==> src/rtl/stopwatch_control_fsm.sv <==
`timescale 1ns/1ps
// -----------------------------------------------------------------------------
// stopwatch_control_fsm
//
// Front-panel controller for the 100 Hz stopwatch counter. Three raw push
// buttons pass through a 2-flop synchroniser and a debounce counter each.
// The debounced press pulses drive a Moore state machine that sequences the
// counter's run enable, freeze and clear. The block also captures lap times
// and selects between live and frozen time for the display.
//
// Ports:
//   CLK_100Hz      in   system clock, 100 Hz
//   reset_n        in   asynchronous active-low reset
//   btn_start_stop in   raw start/stop button, active high, asynchronous
//   btn_lap        in   raw lap button, active high, asynchronous
//   btn_clear      in   raw clear button, active high, asynchronous
//   sw_mins        in   [6:0] live minutes from the counter
//   sw_secs        in   [5:0] live seconds from the counter
//   sw_decs        in   [6:0] live hundredths from the counter
//   sw_overflow    in   counter overflow level
//   start_stop     out  counter run enable (RUN, LAP)
//   hold           out  counter freeze (PAUSED, OVERFLOW)
//   sw_reset_n     out  active-low counter clear (CLEARING)
//   disp_mins      out  [6:0] displayed minutes
//   disp_secs      out  [5:0] displayed seconds
//   disp_decs      out  [6:0] displayed hundredths
//   lap_active     out  display shows the frozen lap value (LAP)
//   overflow_flag  out  overflow latched (OVERFLOW)
//
// Parameters:
//   DEBOUNCE_TICKS  consecutive equal synchronised samples before a debounced
//                   level changes, 1..15
//   CLEAR_PULSE     cycles sw_reset_n is held low in CLEARING, 1..7
// -----------------------------------------------------------------------------
module stopwatch_control_fsm #(
  parameter int DEBOUNCE_TICKS = 3,
  parameter int CLEAR_PULSE    = 2
) (
  input  logic       CLK_100Hz,
  input  logic       reset_n,
  input  logic       btn_start_stop,
  input  logic       btn_lap,
  input  logic       btn_clear,
  input  logic [6:0] sw_mins,
  input  logic [5:0] sw_secs,
  input  logic [6:0] sw_decs,
  input  logic       sw_overflow,
  output logic       start_stop,
  output logic       hold,
  output logic       sw_reset_n,
  output logic [6:0] disp_mins,
  output logic [5:0] disp_secs,
  output logic [6:0] disp_decs,
  output logic       lap_active,
  output logic       overflow_flag
);

  typedef enum logic [2:0] {
    ST_IDLE     = 3'd0,
    ST_RUN      = 3'd1,
    ST_LAP      = 3'd2,
    ST_PAUSED   = 3'd3,
    ST_CLEARING = 3'd4,
    ST_OVERFLOW = 3'd5
  } state_t;

  // Button vector index: 0 = start/stop, 1 = lap, 2 = clear.
  localparam int BTN_SS  = 0;
  localparam int BTN_LAP = 1;
  localparam int BTN_CLR = 2;

  // The count that would reach DEBOUNCE_TICKS / CLEAR_PULSE on this edge.
  localparam logic [3:0] DB_LAST  = 4'(DEBOUNCE_TICKS - 1);
  localparam logic [2:0] CLR_LAST = 3'(CLEAR_PULSE - 1);

  logic [2:0] raw_s;
  logic [2:0] sync1_r;
  logic [2:0] sync2_r;
  logic [2:0] db_r;
  logic [2:0] db_d_r;
  logic [3:0] db_cnt_r [3];
  logic [2:0] press_s;

  state_t     state_r;
  state_t     next_state_s;
  logic       lap_load_s;
  logic [2:0] clr_cnt_r;

  logic       start_stop_r;
  logic       hold_r;
  logic       sw_reset_n_r;
  logic       lap_active_r;
  logic       overflow_flag_r;
  logic [6:0] lap_mins_r;
  logic [5:0] lap_secs_r;
  logic [6:0] lap_decs_r;

  assign raw_s   = {btn_clear, btn_lap, btn_start_stop};
  // One-cycle pulse on the debounced rising edge; releases are silent.
  assign press_s = db_r & ~db_d_r;

  // Synchronise and debounce the three buttons.
  always_ff @(posedge CLK_100Hz or negedge reset_n) begin
    if (!reset_n) begin
      sync1_r <= 3'b000;
      sync2_r <= 3'b000;
      db_r    <= 3'b000;
      db_d_r  <= 3'b000;
      for (int i = 0; i < 3; i++) begin
        db_cnt_r[i] <= 4'd0;
      end
    end else begin
      sync1_r <= raw_s;
      sync2_r <= sync1_r;
      db_d_r  <= db_r;
      for (int i = 0; i < 3; i++) begin
        if (sync2_r[i] != db_r[i]) begin
          if (db_cnt_r[i] == DB_LAST) begin
            db_r[i]     <= ~db_r[i];
            db_cnt_r[i] <= 4'd0;
          end else begin
            db_cnt_r[i] <= db_cnt_r[i] + 4'd1;
          end
        end else begin
          db_cnt_r[i] <= 4'd0;
        end
      end
    end
  end

  // Next-state decode; the first matching legal event wins, others drop.
  always_comb begin
    next_state_s = state_r;
    lap_load_s   = 1'b0;
    case (state_r)
      ST_IDLE: begin
        if (press_s[BTN_CLR]) begin
          next_state_s = ST_CLEARING;
        end else if (press_s[BTN_SS]) begin
          next_state_s = ST_RUN;
        end else begin
          next_state_s = ST_IDLE;
        end
      end
      ST_RUN: begin
        if (sw_overflow) begin
          next_state_s = ST_OVERFLOW;
        end else if (press_s[BTN_SS]) begin
          next_state_s = ST_PAUSED;
        end else if (press_s[BTN_LAP]) begin
          next_state_s = ST_LAP;
          lap_load_s   = 1'b1;
        end else begin
          next_state_s = ST_RUN;
        end
      end
      ST_LAP: begin
        if (sw_overflow) begin
          next_state_s = ST_OVERFLOW;
        end else if (press_s[BTN_CLR]) begin
          next_state_s = ST_RUN;
        end else if (press_s[BTN_SS]) begin
          next_state_s = ST_PAUSED;
        end else if (press_s[BTN_LAP]) begin
          next_state_s = ST_LAP;
          lap_load_s   = 1'b1;
        end else begin
          next_state_s = ST_LAP;
        end
      end
      ST_PAUSED: begin
        if (press_s[BTN_CLR]) begin
          next_state_s = ST_CLEARING;
        end else if (press_s[BTN_SS]) begin
          next_state_s = ST_RUN;
        end else begin
          next_state_s = ST_PAUSED;
        end
      end
      ST_CLEARING: begin
        if (clr_cnt_r == CLR_LAST) begin
          next_state_s = ST_IDLE;
        end else begin
          next_state_s = ST_CLEARING;
        end
      end
      ST_OVERFLOW: begin
        if (press_s[BTN_CLR]) begin
          next_state_s = ST_CLEARING;
        end else begin
          next_state_s = ST_OVERFLOW;
        end
      end
      default: begin
        next_state_s = ST_IDLE;
      end
    endcase
  end

  // State register, clear-pulse counter, registered Moore outputs, lap capture.
  always_ff @(posedge CLK_100Hz or negedge reset_n) begin
    if (!reset_n) begin
      state_r         <= ST_IDLE;
      clr_cnt_r       <= 3'd0;
      start_stop_r    <= 1'b0;
      hold_r          <= 1'b0;
      sw_reset_n_r    <= 1'b1;
      lap_active_r    <= 1'b0;
      overflow_flag_r <= 1'b0;
      lap_mins_r      <= 7'd0;
      lap_secs_r      <= 6'd0;
      lap_decs_r      <= 7'd0;
    end else begin
      state_r <= next_state_s;
      // Counts cycles already spent in CLEARING; zero on entry.
      if (state_r == ST_CLEARING) begin
        clr_cnt_r <= clr_cnt_r + 3'd1;
      end else begin
        clr_cnt_r <= 3'd0;
      end
      // Outputs are decoded from the next state so they align with state_r.
      start_stop_r    <= (next_state_s == ST_RUN) || (next_state_s == ST_LAP);
      hold_r          <= (next_state_s == ST_PAUSED) || (next_state_s == ST_OVERFLOW);
      sw_reset_n_r    <= (next_state_s != ST_CLEARING);
      lap_active_r    <= (next_state_s == ST_LAP);
      overflow_flag_r <= (next_state_s == ST_OVERFLOW);
      if (lap_load_s) begin
        lap_mins_r <= sw_mins;
        lap_secs_r <= sw_secs;
        lap_decs_r <= sw_decs;
      end
    end
  end

  assign start_stop    = start_stop_r;
  assign hold          = hold_r;
  assign sw_reset_n    = sw_reset_n_r;
  assign lap_active    = lap_active_r;
  assign overflow_flag = overflow_flag_r;

  assign disp_mins = lap_active_r ? lap_mins_r : sw_mins;
  assign disp_secs = lap_active_r ? lap_secs_r : sw_secs;
  assign disp_decs = lap_active_r ? lap_decs_r : sw_decs;

endmodule

==> config.mk <==
export PLATFORM = sky130hd
export DESIGN_NAME = stopwatch_control_fsm
export DESIGN_NICKNAME = d
export VERILOG_FILES = /design/src/rtl/stopwatch_control_fsm.sv
export SDC_FILE = /design/constraint.sdc
export NUM_CORES = 1
export LEC_CHECK = 0
export CAP_MARGIN = 0
export CORE_MARGIN = 5
export CORE_UTILIZATION = 55
export CTS_BUF_LIST = sky130_fd_sc_hd__clkbuf_8
export CTS_CLUSTER_SIZE = 20
export DETAILED_ROUTE_END_ITERATION = 8
export PLACE_DENSITY = 0.85
export SYNTH_ARGS = -nofsm -noshare
export SYNTH_HDL_FRONTEND = slang
export SYNTH_SLANG_ARGS = --single-unit
==> constraint.sdc <==
create_clock -name CLK_100Hz -period 5.3 [get_ports CLK_100Hz]
set_clock_uncertainty 0.1 [all_clocks]
set_input_delay 1.06 -clock CLK_100Hz [delete_from_list [all_inputs] [get_ports CLK_100Hz]]
set_output_delay 1.06 -clock CLK_100Hz [all_outputs]
set_load 0.02 [all_outputs]
==> flow_summary.json, run 1 <==
{
  "rows": 25,
  "grt.total_usage": 0.1601,
  "r2r_setup_slack_ns": 3.24,
  "holdPathStages": 0,
  "timing.final.crit_period_ns": 3.491,
  "num_antenna_cells": 0,
  "finalHoldViolations": 0,
  "clockBufferDepth": 2,
  "n_fill_cell": 349,
  "wl_per_cell_um": 15.36,
  "cts_hold_buf": 0,
  "hp-class": "reg -> reg",
  "finalInstanceArea_um2": 3202,
  "dieHeight_um": 78.48,
  "core_um2": 4629,
  "critPathKind": "in -> out",
  "vias": 1615,
  "period_share": 0.6587,
  "grt_overflow": 0,
  "multi_input_area_um2": 1107,
  "tns_ns": 0,
  "end_kind": "output pin",
  "nets": 276,
  "startpoint_type": "input pin",
  "rr_worst_depth": 4,
  "clockRootBuffer": "clkbuf_8",
  "drive_above_1_share": 0.2449,
  "avgSynthCellArea_um2": 13.36,
  "postCtsSetupRepairBufs": 0,
  "worstHoldEndpoint": "sync2_r[0]$_DFF_PN0_",
  "synth.distinct_cells": 38,
  "postCtsResizedCells": 0,
  "ff_latch_area_um2": 1378,
  "outcome": "finished, final reports clean",
  "synth_area_um2": 2579,
  "first_pass_iters": 4,
  "cts_sinks": 55,
  "fmax_ghz": 0.2864,
  "rsz0062_at_grt": "false",
  "cpPeakStageDelay_ns": 0.62,
  "syn_inst": 193,
  "drc_errors": 0,
  "worst_pin_slew_ns": 0.8717,
  "ys_seq_area_frac": 0.5342,
  "place_congestion": 0.8291,
  "ys_seq_elements": 55,
  "cp_max_fo": 2,
  "rr_endpoint": "lap_mins_r[6]$_DFFE_PN0P_",
  "areaGrowthSynthToFinish_pct": 24.16,
  "critPathSlowestCell": "clkdlybuf4s50_1",
  "io_buffers": 50,
  "grt_antenna_before_repair": 0,
  "grt_pass1_wl_um": 7659,
  "crit_required_ns": 4.14,
  "viasPerCell": 5.401,
  "ant_nets": 0,
  "die-area_um2": 6158,
  "ys_warn_count": 0,
  "crit_chain": "clkdlybuf4s50_1 > mux2_2 > clkdlybuf4s50_1",
  "setup_viol": 0,
  "place_area_um2": 3089,
  "clk_pin_slew_worst_paths_ns": 0.09,
  "num_io_pins": 51,
  "crit_top_cell": "clkdlybuf4s50_1",
  "drv_slew": 0,
  "min_from": "sync1_r[0]$_DFF_PN0_",
  "h-tree-depth": 2,
  "max_cap_viol_count": 0,
  "power_per_cell_area_nw_per_um2": 476.2,
  "drt_iter0_drc": 89,
  "start_util": 0.5570,
  "finalWirelength_um": 4594,
  "first_global_vias": 1631,
  "die_x_um": 78.48,
  "ir_drop_mv": 0.2538,
  "cts_buffers": 5,
  "worstPathArrival_ns": 2.33,
  "reg2reg_from": "state_r[0]$_DFF_PN0_",
  "synth_nets": 225,
  "hpwl_um": 3235,
  "leakagePower_nw": 1.461,
  "cts_tree": "yes",
  "grt_start_max_net_pins": 56,
  "clock_latency_ns": 0.31,
  "relSlewSlack": 0.4189
}
## cell usage in the layout (no fill, tap or decap), types with 2 or more instances in the layout
master,instances
dfrtp_1,54
nand2_1,6
xnor2_1,5
nand3_1,4
nor2_1,18
inv_1,8
mux2_2,23
mux2_4,20
clkbuf_8,5
xor2_1,6
o311ai_0,2
nand2b_1,5
a21oi_1,3
clkdlybuf4s50_1,49
mux2i_1,2
ha_1,6
nor2b_1,4
## sequential cells by signal, indices dropped and copies added, names as in the netlist
name	count
lap_decs_r	7
hold	1
db_r	3
overflow_flag	1
lap_active	1
db_d_r	3
sw_reset_n	1
sync2_r	3
sync1_r	3
start_stop	1
db_cnt_r	12
clr_cnt_r	3
lap_secs_r	6
lap_mins_r	7
state_r	3
## per-stage QoR
| stage | instances | hold WS, ns | utilization | power (mW) | worst slack [ns] |
|---|---|---|---|---|---|
| after global placement | 291 | 0.2320 | 0.6673 | 1.232 | 1.830 |
| after floorplan | 193 | 0.2312 | - | 1.105 | 2.778 |
| after CTS | 299 | 0.2581 | 0.6916 | 1.540 | 1.802 |
| after global routing | 299 | 0.2631 | 0.6916 | 1.628 | 1.770 |
| after detailed placement | 291 | 0.2358 | 0.6673 | 1.257 | 1.802 |
| final | 299 | 0.2563 | 0.6916 | 1.525 | 1.809 |
## report_power, final
part           switching, mW  total (mW)  internal [mW]
Combinational          0.226       0.545          0.318
Sequential             0.125       0.702          0.576
Clock                  0.137       0.278          0.141
Total                  0.489        1.52           1.04
## synth_stat cells
cell type	instances	area [µm²]
and2_1	1	6.260
nand2b_1	5	31.28
nor2b_4	1	13.76
or4b_1	1	10.01
o21a_1	1	7.510
inv_2	1	3.750
a41oi_1	1	8.760
a21oi_1	3	15.01
mux2_2	23	259.0
or4_4	1	11.26
dfrtp_1	54	1351
a311oi_1	1	8.760
xnor2_1	5	43.79
and3_4	1	11.26
xor2_1	6	52.55
ha_1	6	75.07
o311ai_0	2	17.52
nand3b_1	1	7.510
dfstp_2	1	26.28
nand2_1	6	22.52
a31oi_1	1	6.260
mux2i_1	2	20.02
mux2_4	20	300.3
o221ai_1	1	8.760
clkbuf_1	2	7.510
nor3b_2	1	12.51
nor2b_1	4	25.02
nand3_1	4	20.02
or2_2	1	6.260
inv_1	8	30.03
buf_4	1	7.510
nor2_1	18	67.56
a221o_1	1	10.01
buf_6	4	45.04
a211oi_1	1	7.510
o21ai_0	1	5.000
o31ai_1	1	7.510
nor4b_1	1	8.760
## routing by layer
metal / track usage / vias up / share of wire
li1: - / 759 / -
met1: 0.2021 / 814 / 0.43
met2: 0.2654 / 32 / 0.51
met3: 0.03440 / 10 / 0.031
met4: 0.06993 / 0 / 0.023
met5: 0 / - / 0
## kinds of logic after synthesis
logic type | count (synthesis) | synth area share
buf+inv | 16 | 0.03639
flops | 55 | 0.5342
fa+ha+maj | 6 | 0.02911
mux | 45 | 0.2246
xor+xnor | 11 | 0.03736
compound gates | 14 | 0.03979
simple gates | 46 | 0.09849
## layout make-up
type | instances | area share
well taps | 54 | 0.02110
multi-input cells | 122 | 0.3458
inverters | 9 | 0.01055
flip-flops and latches | 55 | 0.4302
clock inverters | 3 | 0.01368
clock buffers | 5 | 0.02149
repair buffers | 51 | 0.1571
## critical path, delay by kind of cell
| kind | cells | cell delay (ns) |
|---|---|---|
| buffers and inverters | 2 | 1.11 |
| muxes | 1 | 0.16 |
## worst max path at each step
stage / start / endpoint / slack [ns] / cells after the start
after floorplan: sw_decs[0] / disp_decs[0] / 2.78 / 1
after global placement: sw_decs[3] / disp_decs[3] / 1.83 / 3
after detailed placement: sw_decs[0] / disp_decs[0] / 1.80 / 3
after CTS: sw_decs[0] / disp_decs[0] / 1.80 / 3
after global routing: sw_decs[0] / disp_decs[0] / 1.77 / 3
final: sw_decs[0] / disp_decs[0] / 1.81 / 3
Note: power is estimated with default switching activity, not from simulation.
==> inputs of run 2 (changes only) <==
--- a/config.mk
+++ b/config.mk
@@ -7,11 +7,11 @@
 export LEC_CHECK = 0
 export CAP_MARGIN = 0
 export CORE_MARGIN = 5
-export CORE_UTILIZATION = 55
+export CORE_UTILIZATION = 48
 export CTS_BUF_LIST = sky130_fd_sc_hd__clkbuf_8
 export CTS_CLUSTER_SIZE = 20
 export DETAILED_ROUTE_END_ITERATION = 8
-export PLACE_DENSITY = 0.85
+export PLACE_DENSITY = 0.79
 export SYNTH_ARGS = -nofsm -noshare
 export SYNTH_HDL_FRONTEND = slang
 export SYNTH_SLANG_ARGS = --single-unit
==> constraint.sdc (replaced) <==
create_clock -name CLK_100Hz -period 3 [get_ports CLK_100Hz]
set_clock_uncertainty 0.1 [all_clocks]
set_input_delay 0.6 -clock CLK_100Hz [delete_from_list [all_inputs] [get_ports CLK_100Hz]]
set_output_delay 0.6 -clock CLK_100Hz [all_outputs]
set_load 0.02 [all_outputs]
==> flow_summary.json, run 2 (synthesis gave the netlist of run 1 again) <==
{
  "outcome": "finished, final reports clean",
  "max_cap_viol_count": 0,
  "critPathSlowestCell": "dfrtp_1",
  "tns_ns": 0,
  "reg_top3": "db_cnt_r x12, lap_decs_r x7, lap_mins_r x7",
  "rsz0062_at_grt": "false",
  "leakagePower_nw": 1.485,
  "ir_drop_mv": 0.3219,
  "cts_buffers": 5,
  "clkPwrFrac": 0.202,
  "areaGrowthSynthToFinish_pct": 26.78,
  "finalWirelength_um": 4693,
  "num_antenna_cells": 0,
  "cts_tree": "yes",
  "ant_nets": 0,
  "clock_latency_ns": 0.30,
  "crit_required_ns": 2.30,
  "n_fill_cell": 391,
  "period_share": 0.8986,
  "clk_pin_slew_worst_paths_ns": 0.10,
  "rows": 26,
  "drv_slew": 0,
  "crit_chain": "buf_12 > mux2_2 > clkdlybuf4s50_1",
  "dieHeight_um": 83.30,
  "cp_max_fo": 14,
  "internal-power_mw": 1.921,
  "relSlewSlack": 0.6890,
  "clockBufferDepth": 2,
  "power_switching_mw": 0.8587,
  "drive_above_1_share": 0.2470,
  "nets": 278,
  "clockRootBuffer": "clkbuf_8",
  "grt_start_max_net_pins": 26,
  "finalHoldViolations": 0,
  "postCtsSetupRepairBufs": 0,
  "final_common_cell": "dfrtp_1",
  "core_um2": 5172,
  "grt.total_usage": 0.1459,
  "drc_errors": 0,
  "place_congestion": 0.7286,
  "grt_overflow": 0,
  "end_kind": "output pin",
  "seqPwrFrac": 0.444,
  "combinationalPowerShare": 0.355,
  "critPathKind": "reg -> out",
  "viasPerCell": 4.937,
  "postCtsResizedCells": 0,
  "first_pass_iters": 4,
  "startpoint_type": "register",
  "critPathTopFamily": "buffers and inverters",
  "final_cell_mix": "dfrtp_1 (54), clkdlybuf4s50_1 (49), mux2_2 (23), mux2_4 (20), nor2_1 (18)",
  "hpwl_um": 3285,
  "start_util": 0.4985,
  "first_global_vias": 1641,
  "cts_sinks": 55,
  "h-tree-depth": 2,
  "cts_hold_buf": 0,
  "swShare": 0.3090,
  "finalPower_mw": 2.779,
  "drt_iter0_drc": 86,
  "io_buffers": 50,
  "timing.final.crit_period_ns": 2.696,
  "fmax_ghz": 0.3709,
  "worst_pin_slew_ns": 0.4607,
  "grt_antenna_before_repair": 0,
  "num_io_pins": 51,
  "max_flop_register": "db_cnt_r",
  "wl_per_cell_um": 14.80,
  "worstPathArrival_ns": 2.00,
  "grt_pass1_wl_um": 8286,
  "vias": 1565,
  "largest_register_ffs": 12,
  "hp-class": "in -> async",
  "power_per_cell_area_nw_per_um2": 850.1,
  "die_x_um": 83.30,
  "cpPeakStageDelay_ns": 0.59,
  "die-area_um2": 6938,
  "setup_viol": 0,
  "path_buf_inv": 2
}
-- run 2: path summary, 6_finish.rpt --
path	depth (start not counted)	slack (ns)	endpoint	from
setup reg to reg	4	0.94	lap_decs_r[5]$_DFFE_PN0P_	state_r[0]$_DFF_PN0_
max in group asynchronous	2	2.14	sync2_r[1]$_DFF_PN0_	reset_n
hold reg to reg	0	0.25	sync2_r[0]$_DFF_PN0_	sync1_r[0]$_DFF_PN0_
setup / recovery	3	0.30	disp_decs[3]	lap_active$_DFF_PN0_
min in group CLK_100Hz	0	0.25	sync2_r[0]$_DFF_PN0_	sync1_r[0]$_DFF_PN0_
hold / removal	1	0.05	start_stop$_DFF_PN0_	reset_n
-- run 2: cell type report --
| cell class | instances | area, µm² | share of cell area |
|---|---|---|---|
| Sequential cell | 55 | 1378 | 0.4214 |
| Multi-Input combinational cell | 122 | 1107 | 0.3387 |
| Timing Repair Buffer | 53 | 530.5 | 0.1623 |
| Tap cell | 70 | 87.58 | 0.02679 |
| Clock buffer | 5 | 68.82 | 0.02105 |
| Clock inverter | 3 | 63.81 | 0.01952 |
| Inverter | 9 | 33.78 | 0.01033 |
-- run 2: worst reg2reg max path, cell delays in order (launching register included) --
cell and delay (ns):
dfrtp_1 0.52, nor3b_2 0.25, a31oi_1 0.06, or4_4 0.64
mux2_4 0.39
-- run 2: stage by stage --
step	hold WS, ns	utilization	std cells	instance area (µm²)	setup slack (ns)
after detailed placement	0.2347	0.6064	309	3137	0.4362
after CTS	0.05281	0.6321	317	3269	0.2793
final	0.05129	0.6321	317	3269	0.3042
after global routing	0.05351	0.6321	317	3269	0.2204
after floorplan	0.2044	-	193	2579	1.063
after global placement	0.2326	0.6064	309	3137	0.4458
-- run 2: power groups by stage --
stage	combinational, mW	clock [mW]	sequential (mW)
2_1_floorplan	0.767	0	1.19
3_3_place_gp	0.967	0	1.22
3_5_place_dp	0.986	0	1.24
4_1_cts	1.00	0.581	1.23
5_1_grt	1.09	0.615	1.28
6_report	0.986	0.560	1.23
-- run 2: metal layers --
layer	track usage	part of all wire
met2	0.2289	0.48
met5	0	0
met3	0.04059	0.051
met4	0.04458	0.016
met1	0.1965	0.46
==> inputs of run 3 (changes only) <==
--- a/config.mk
+++ b/config.mk
@@ -5,13 +5,13 @@
 export SDC_FILE = /design/constraint.sdc
 export NUM_CORES = 1
 export LEC_CHECK = 0
-export CAP_MARGIN = 0
 export CORE_MARGIN = 5
 export CORE_UTILIZATION = 48
-export CTS_BUF_LIST = sky130_fd_sc_hd__clkbuf_8
+export CTS_BUF_LIST = sky130_fd_sc_hd__clkbuf_2
 export CTS_CLUSTER_SIZE = 20
 export DETAILED_ROUTE_END_ITERATION = 8
 export PLACE_DENSITY = 0.79
 export SYNTH_ARGS = -nofsm -noshare
 export SYNTH_HDL_FRONTEND = slang
 export SYNTH_SLANG_ARGS = --single-unit
+export TNS_END_PERCENT = 5
==> flow_summary.json, run 3 (synthesis gave the netlist of run 1 again) <==
{
  "viasPerCell": 4.940,
  "grt_pass1_wl_um": 8183,
  "ant_nets": 0,
  "seqPwrFrac": 0.462,
  "rows": 26,
  "grt_start_max_net_pins": 26,
  "first_global_vias": 1639,
  "wl_per_cell_um": 14.64,
  "power_switching_mw": 0.8482,
  "hp-class": "reg -> reg",
  "largest_register_ffs": 12,
  "top_usage_layer": "met2",
  "io_buffers": 50,
  "cts_sinks": 55,
  "relSlewSlack": 0.6995,
  "nets": 279,
  "dieHeight_um": 83.30,
  "final.setup.worst_slack_ns": 0.2169,
  "critPathTopFamily": "buffers and inverters",
  "internal-power_mw": 1.816,
  "use_met3": 0.03465,
  "ir_drop_mv": 0.3143,
  "reg_top3": "db_cnt_r x12, lap_decs_r x7, lap_mins_r x7",
  "grt_overflow": 0,
  "place_congestion": 0.7286,
  "use_met1": 0.1954,
  "clk_pin_slew_worst_paths_ns": 0.28,
  "path_buf_inv": 2,
  "max_flop_register": "db_cnt_r",
  "drt_iter0_drc": 84,
  "die_x_um": 83.30,
  "crit_chain": "buf_12 > mux2_2 > clkdlybuf4s50_1",
  "grt.total_usage": 0.1440,
  "clock_latency_ns": 0.45,
  "cts_buffers": 5,
  "h-tree-depth": 2,
  "clkPwrFrac": 0.169,
  "rsz0062_at_grt": "false",
  "cpPeakStageDelay_ns": 0.56,
  "num_antenna_cells": 0,
  "power_per_cell_area_nw_per_um2": 822.7,
  "final_common_cell": "dfrtp_1",
  "placed_cells": 309,
  "outcome": "finished, final reports clean",
  "first_pass_iters": 4,
  "drv_slew": 0,
  "startpoint_type": "register",
  "postLayoutCoreUtil": 0.6260,
  "dp_slack_ns": 0.4362,
  "leakagePower_nw": 1.471,
  "grt_antenna_before_repair": 0,
  "cp_max_fo": 14,
  "crit_required_ns": 2.30,
  "drc_errors": 0,
  "hpwl_um": 3285,
  "vias": 1571,
  "start_util": 0.4985,
  "worst_pin_slew_ns": 0.4450,
  "fmax_ghz": 0.3593,
  "worstPathArrival_ns": 2.08,
  "final_cell_mix": "dfrtp_1 (53), clkdlybuf4s50_1 (49), mux2_2 (23), mux2_4 (20), nor2_1 (18)",
  "timing.final.crit_period_ns": 2.783,
  "cts_tree": "yes",
  "num_io_pins": 51,
  "setup_viol": 0,
  "clockBufferDepth": 2,
  "max_cap_viol_count": 0,
  "critPathSlowestCell": "dfrtp_2",
  "clockRootBuffer": "clkbuf_2",
  "fin_cells": 318,
  "tns_ns": 0,
  "combinationalPowerShare": 0.369,
  "finalHoldViolations": 0,
  "finalWirelength_um": 4655,
  "critPathKind": "reg -> out",
  "die-area_um2": 6938,
  "drive_above_1_share": 0.2540,
  "use_met2": 0.2238,
  "period_share": 0.9277,
  "swShare": 0.3184,
  "end_kind": "output pin",
  "areaGrowthSynthToFinish_pct": 25.57,
  "core_um2": 5172
}
[run 3: per-stage QoR]
| step | hold slack (ns) | power, mW | area [µm²] |
|---|---|---|---|
| floorplan | 0.2044 | 1.952 | 2579 |
| global placement | 0.2326 | 2.188 | 3137 |
| detailed placement | 0.2347 | 2.231 | 3137 |
| CTS | 0.2863 | 2.693 | 3237 |
| global route | 0.3043 | 2.858 | 3238 |
| finish | 0.2820 | 2.664 | 3238 |
[run 3: worst paths after layout]
check | end | slack [ns] | cells past startpoint | startpoint
max in group asynchronous | sw_reset_n$_DFF_PN1_ | 1.77 | 3 | reset_n
max | disp_decs[3] | 0.22 | 3 | lap_active$_DFF_PN0_
min | sync2_r[0]$_DFF_PN0_ | 0.28 | 0 | sync1_r[0]$_DFF_PN0_
max reg2reg | lap_decs_r[4]$_DFFE_PN0P_ | 0.91 | 4 | state_r[1]$_DFF_PN0_
min in group asynchronous | start_stop$_DFF_PN0_ | 0.40 | 2 | reset_n
min reg2reg | sync2_r[0]$_DFF_PN0_ | 0.28 | 0 | sync1_r[0]$_DFF_PN0_
[run 3: final cells by class]
| class | count | area (µm²) |
|---|---|---|
| well taps | 70 | 87.58 |
| flip-flops and latches | 55 | 1379 |
| inverters | 9 | 33.78 |
| repair buffers | 54 | 540.5 |
| clock inverters | 2 | 60.06 |
| fillers | 403 | 1934 |
| multi-input cells | 122 | 1107 |
| clock buffers | 6 | 30.03 |
[run 3: power groups by stage]
stage               Combinational [mW]  Clock [mW]  Sequential, mW
global route                      1.09       0.497            1.27
finish                           0.984       0.451            1.23
CTS                              0.998       0.466            1.23
detailed placement               0.986           0            1.24
global placement                 0.967           0            1.22
floorplan                        0.767           0            1.19
[run 3: timing repair]
action                                  4_1_cts  5_1_grt
setup buffers                                 0        0
hold endpoints to repair                     10        0
gates resized for setup                       0        1
endpoints found under the setup margin        0        3
hold buffers                                  1        0
[run 3: routing by layer]
metal	share of wire	wire length (µm)
met1	0.46	2139
met2	0.47	2211
met3	0.051	238
met4	0.014	65
met5	0	0
